===== src/rtl/timing_gen_pkg.sv =====
// Shared timing definitions for the MCS-51 machine-cycle generator and the
// downstream address/enable decoder.
//   s_state_t  : S-state codes S1..S6 (Gray-like sequence)
//   phase_t    : P1/P2 phase names
//   CYC_DECODE : cycles value marking the first-cycle decode slot
//   next_s()   : S-state successor (illegal codes recover to S1)
package timing_gen_pkg;

    typedef enum logic [2:0] {
        S1 = 3'b001,
        S2 = 3'b011,
        S3 = 3'b010,
        S4 = 3'b000,
        S5 = 3'b100,
        S6 = 3'b101
    } s_state_t;

    typedef enum logic {
        P1 = 1'b0,
        P2 = 1'b1
    } phase_t;

    localparam logic [1:0] CYC_DECODE = 2'b11;

    function automatic s_state_t next_s(input s_state_t s);
        case (s)
            S1:      return S2;
            S2:      return S3;
            S3:      return S4;
            S4:      return S5;
            S5:      return S6;
            default: return S1;
        endcase
    endfunction

endpackage


===== src/rtl/timing_gen_inst_cycles_rom.sv =====
// Opcode -> machine-cycle class lookup (standard MCS-51 timing).
//   IR  in  8  opcode
//   is4 out 1  4-cycle instruction (DIV, MUL)
//   is2 out 1  2-cycle instruction
// Neither set means a 1-cycle instruction.
module inst_cycles_rom (
    input  logic [7:0] IR,
    output logic       is4,
    output logic       is2
);

    always_comb begin
        is4 = (IR == 8'h84) || (IR == 8'hA4);
        is2 = 1'b0;
        // AJMP/ACALL occupy every x1h opcode
        if (IR[3:0] == 4'h1) begin
            is2 = 1'b1;
        end
        case (IR) inside
            8'h02, 8'h12, 8'h22, 8'h32, 8'h73, 8'h80,
            8'h10, 8'h20, 8'h30, 8'h40, 8'h50, 8'h60, 8'h70,
            [8'hB4:8'hBF], 8'hD5, [8'hD8:8'hDF],
            8'h83, 8'h93,
            8'hE0, 8'hE2, 8'hE3, 8'hF0, 8'hF2, 8'hF3,
            8'hC0, 8'hD0,
            8'h43, 8'h53, 8'h63, 8'h72, 8'h75, 8'h82,
            [8'h85:8'h8F], 8'h90, 8'h92,
            8'hA0, 8'hA3, [8'hA6:8'hAF], 8'hB0: is2 = 1'b1;
            default: ;
        endcase
    end

endmodule


===== src/rtl/timing_gen.sv =====
// MCS-51 machine-cycle timing generator.
//   clk      in   core clock
//   rst_n    in   synchronous active-low reset
//   IR       in   current opcode, sampled at S1P2 of the first cycle
//   halt_req in   freeze at the next instruction boundary
//   S        out  S-state code (S1..S6)
//   Phase    out  0=P1, 1=P2
//   cycles   out  11 = decode slot, else machine cycles remaining
//   mc_start out  S1P1 of every machine cycle
//   inst_end out  S6P2 of the last machine cycle
//   halted   out  frozen at S1P1 awaiting halt_req release
module timing_gen
    import timing_gen_pkg::*;
#(
    parameter bit HALT_EN = 1'b1
) (
    input  logic       clk,
    input  logic       rst_n,
    input  logic [7:0] IR,
    input  logic       halt_req,
    output logic [2:0] S,
    output logic       Phase,
    output logic [1:0] cycles,
    output logic       mc_start,
    output logic       inst_end,
    output logic       halted
);

    s_state_t   s_q, s_nxt;
    phase_t     ph_q, ph_nxt;
    logic [1:0] cyc_q, cyc_nxt;
    logic       str_q, str_nxt;
    logic       hlt_q, hlt_nxt;
    logic       is4, is2;
    logic       halt_ok;

    inst_cycles_rom u_rom (
        .IR  (IR),
        .is4 (is4),
        .is2 (is2)
    );

    assign halt_ok = halt_req && HALT_EN;

    always_ff @(posedge clk) begin
        if (!rst_n) begin
            s_q   <= S6;
            ph_q  <= P1;
            cyc_q <= 2'b00;
            str_q <= 1'b0;
            hlt_q <= 1'b0;
        end else begin
            s_q   <= s_nxt;
            ph_q  <= ph_nxt;
            cyc_q <= cyc_nxt;
            str_q <= str_nxt;
            hlt_q <= hlt_nxt;
        end
    end

    always_comb begin
        s_nxt   = s_q;
        ph_nxt  = ph_q;
        cyc_nxt = cyc_q;
        str_nxt = str_q;
        hlt_nxt = hlt_q;
        if (hlt_q) begin
            // Frozen at S1P1; release continues as a normal P1->P2 step
            if (!halt_ok) begin
                hlt_nxt = 1'b0;
                ph_nxt  = P2;
            end
        end else if (!(s_q inside {S1, S2, S3, S4, S5, S6})) begin
            s_nxt  = S1;
            ph_nxt = P1;
        end else if (ph_q == P1) begin
            ph_nxt = P2;
        end else begin
            ph_nxt = P1;
            s_nxt  = next_s(s_q);
            if (s_q == S6) begin
                if (cyc_q == 2'b00) begin
                    cyc_nxt = CYC_DECODE;
                    hlt_nxt = halt_ok;
                end else if (cyc_q != CYC_DECODE) begin
                    // Stretch holds 10 for one extra cycle to make four
                    if (cyc_q == 2'b10 && str_q) begin
                        str_nxt = 1'b0;
                    end else begin
                        cyc_nxt = cyc_q - 2'b01;
                    end
                end
            end else if (s_q == S1 && cyc_q == CYC_DECODE) begin
                if (is4) begin
                    cyc_nxt = 2'b10;
                    str_nxt = 1'b1;
                end else if (is2) begin
                    cyc_nxt = 2'b01;
                end else begin
                    cyc_nxt = 2'b00;
                end
            end
        end
    end

    assign S        = s_q;
    assign Phase    = ph_q;
    assign cycles   = cyc_q;
    assign halted   = hlt_q;
    assign mc_start = (s_q == S1) && (ph_q == P1);
    assign inst_end = (s_q == S6) && (ph_q == P2) && (cyc_q == 2'b00);

endmodule


===== config.mk =====
export PLATFORM = sky130hd
export DESIGN_NAME = timing_gen
export DESIGN_NICKNAME = d
export VERILOG_FILES = /design/src/rtl/timing_gen_pkg.sv /design/src/rtl/timing_gen_inst_cycles_rom.sv /design/src/rtl/timing_gen.sv
export SDC_FILE = /design/constraint.sdc
export NUM_CORES = 1
export LEC_CHECK = 0
export CORE_MARGIN = 1
export CORE_UTILIZATION = 40
export CTS_CLUSTER_DIAMETER = 30
export CTS_CLUSTER_SIZE = 10
export DETAILED_ROUTE_END_ITERATION = 8
export HOLD_SLACK_MARGIN = 0.15
export PLACE_DENSITY = 0.71
export SKIP_LAST_GASP = 1
export SYNTH_ARGS = -nofsm -noshare
export SYNTH_HDL_FRONTEND = slang
export SYNTH_SLANG_ARGS = --single-unit

===== constraint.sdc =====
create_clock -name clk -period 1.5 [get_ports clk]
set_input_delay 0.15 -clock clk [delete_from_list [all_inputs] [get_ports clk]]
set_output_delay 0.15 -clock clk [all_outputs]
set_load 0.05 [all_outputs]

==> metrics.md <==
| Metric | Value |
|---|---|
| Status | complete, no violations |
| Setup CP Type | flop to flop |
| Worst R2R Start | cycles[0]$_SDFFE_PN0P_ |
| Clock sink count | 8 |
| Period minus WS final | 1.47 ns |
| Async set-reset flop share out of synthesis | 0 |
| Total gr overflow | 0 |
| Hold Violations, Final | 0 |
| FP Rows | 15 |
| Core area | 0.00171 mm2 |
| Net count, final | 154 |
| Die Area | 0.00199 mm2 |
| Top_reg_cell synth | dfxtp_1 |
| Vias in the first global route | 793 |
| Peak Freq | 679 MHz |
| RSZ-0062 raised after global routing | true |
| Worst-path clk slew | 0.06 ns |
| Initial antenna violation count | 0 |
| DP HPWL | 1.52 mm |
| Area share of the largest cell type after synthesis | 0.220 |
| DRT Pass-1 Iters | 4 |
| Largest net degree at the start of global routing | 11 |
| Max Buffers Root-to-Sink | 2 |
| Cell area after synthesis | 728 um2 |
| Reg2Reg Depth | 5 |
| Leak | 0.563 nW |
| Post-synth EDFFs | 0 |
| Yosys top cell by area | dfxtp_1 |
| Flop2flop setup slack | 0.03 ns |
| Startpoint Class | flop |
| #FFs+latches synth | 8 |
| CP arrival | 1.64 ns |
| CTS buffer count | 3 |
| Final setup violation count | 0 |
| CP required | 1.66 ns |
| First-pass GRT wire length | 3.28 mm |
| Port bufs | 19 |
| Vias | 885 |
| Max_cap viols | 0 |
| DR DRC count | 0 |
| Netlist cell types | 44 |
| Final Max Tran Viols | 0 |
| Drt first-iter violations | 12 |
| Layout area overhead | 66.3% |
| Drt via density | 5.43 |
| Max-Slew Margin vs Limit | 0.748 |
| Routed Antenna Nets | 0 |
| Clock insertion delay at the later pin of the skew report | 0.25 ns |
| Register area share after synthesis | 0.220 |
| Num ports | 20 |
| Worst slew pin tran | 0.373 ns |
| Most frequent cells in the layout | 26 x buf_4, 13 x nor2_1, 9 x inv_1 |
| GR Util All Layers | 0.222 |
| Pwr dens | 826 mW/mm2 |
| Vert. Die Dim | 44.7 um |
| Hold Path Class | input port to flop |
| Hold buffer count at cts | 0 |
| Wire per inst | 12.5 um |
| Max VDD drop | 0.530 mV |
| Hold depth | 2 |
| H-tree Lvls | 1 |
| # placed instances | 155 |
| N_diodes | 0 |
| Layout Cells excl Fill | 163 |
| Layout cells sized above 1 | 0.399 |
| Cell count after synthesis | 98 |
| Die width | 44.7 um |
| CP endpoint kind | flop |
| CTS Root Cell | clkbuf_4 |
| GP Congestion | 0.878 |
| Yosys warning total | 0 |
| Initial core utilization | 0.426 |
| Synth Net Count | 112 |
| DRT Wirelength | 2.04 mm |
| Synth top area cells | dfxtp_1 22%, nor2_1 6.7%, inv_1 5.7%, ha_1 5.2%, nand2_1 3.1% |
| Clock Skews | 0.00241 ns |
| Worst-path fanout max | 4 |
| Avg Inst Size Synth | 7.43 um2 |
| Worst hold start | halt_req |
| Worst hold endpoint | halted$_SDFF_PN0_ |
| Most common cell after layout, fill and taps aside | buf_4 |
| Worst r2r dst | cycles[1]$_SDFFE_PN0P_ |
| Final worst-path cycle share | 0.981 |
| TritonCTS clock tree | done |
| TNS Setup | 0 ns |
through the flow:
step	area [um2]	hold WS (ns)	util	total power [mW]	setup WS, ns
floorplan	767	0.229	-	0.553	-0.0615
global placement	1100	0.503	0.645	0.745	-0.354
CTS	1150	0.460	0.676	0.953	0.00112
detailed placement	1100	0.507	0.645	0.751	-0.396
global route	1210	0.468	0.709	1.07	-0.0706
finish	1210	0.464	0.709	1.00	0.0281
report_power, final:
group / switching [mW] / leakage, nW / internal, mW
Clock: 0.0744 / 0.0138 / 0.0917
Sequential: 0.0374 / 0.0676 / 0.239
Combinational: 0.295 / 0.481 / 0.263
Total: 0.407 / 0.563 / 0.593
worst max-delay path: stages (launching register included):
cell      delay, ns
dfxtp_4        0.36
ha_1           0.24
o211ai_1       0.34
a31o_1         0.20
a211oi_2       0.05
a211oi_1       0.19
state kept, by name, summed over array words and instances, names as in the netlist:
signal	count
cycles	2
halted	1
S	3
str_q	1
Phase	1
layout make-up:
| class | count | area, um2 |
|---|---|---|
| tap | 25 | 31.3 |
| timing repair buffer | 40 | 367 |
| clock buffer | 3 | 22.5 |
| fill | 131 | 497 |
| inverter | 11 | 46.3 |
| multi-input combinational | 76 | 567 |
| sequential | 8 | 178 |
synthesized netlist by cell type (all sizes together), types with 3 or more instances:
| cell type | count |
|---|---|
| nor2 | 13 |
| inv | 11 |
| dfxtp | 8 |
| o21ai | 8 |
| nand2 | 6 |
| o211ai | 4 |
| a21boi | 3 |
| a21oi | 3 |
| ha | 3 |
| nor3 | 3 |
metal layers:
metal / share of wire / global-route usage / routed length, um
met1: 0.46 / 0.278 / 935
met3: 0.027 / 0.0531 / 56
met2: 0.51 / 0.371 / 1030
met4: 0.0069 / 0.0727 / 14
met5: 0 / 0 / 0
how the worst max path moves through the flow:
stage	to	startpoint	slack, ns	depth (start not counted)
after global routing	cycles[1]$_SDFFE_PN0P_	cycles[0]$_SDFFE_PN0P_	-0.07	5
final	cycles[1]$_SDFFE_PN0P_	cycles[0]$_SDFFE_PN0P_	0.03	5
after CTS	inst_end	cycles[0]$_SDFFE_PN0P_	0.001	6
after global placement	str_q$_SDFFE_PN0P_	IR[0]	-0.35	6
after floorplan	str_q$_SDFFE_PN0P_	halted$_SDFF_PN0_	-0.06	5
after detailed placement	str_q$_SDFFE_PN0P_	IR[0]	-0.40	6
kinds of logic (layout without fill, tap and decap cells):
family	Yosys count	in the layout	share of synthesized area
adder cells (fa/ha/maj)	3	3	0.0516
flip-flops	8	8	0.220
AO/OA/AOI/OAI	33	33	0.326
AND/OR/NAND/NOR	40	40	0.318
buffers and inverters	14	54	0.0842
timing repair:
item                       4_1_cts  5_1_grt
setup buffers                    2        3
cloned                           0        0
gates resized for setup         10       10
setup endpoints to repair        4        4
pin swaps                        2        5
(Power assumes the default switching activity.)
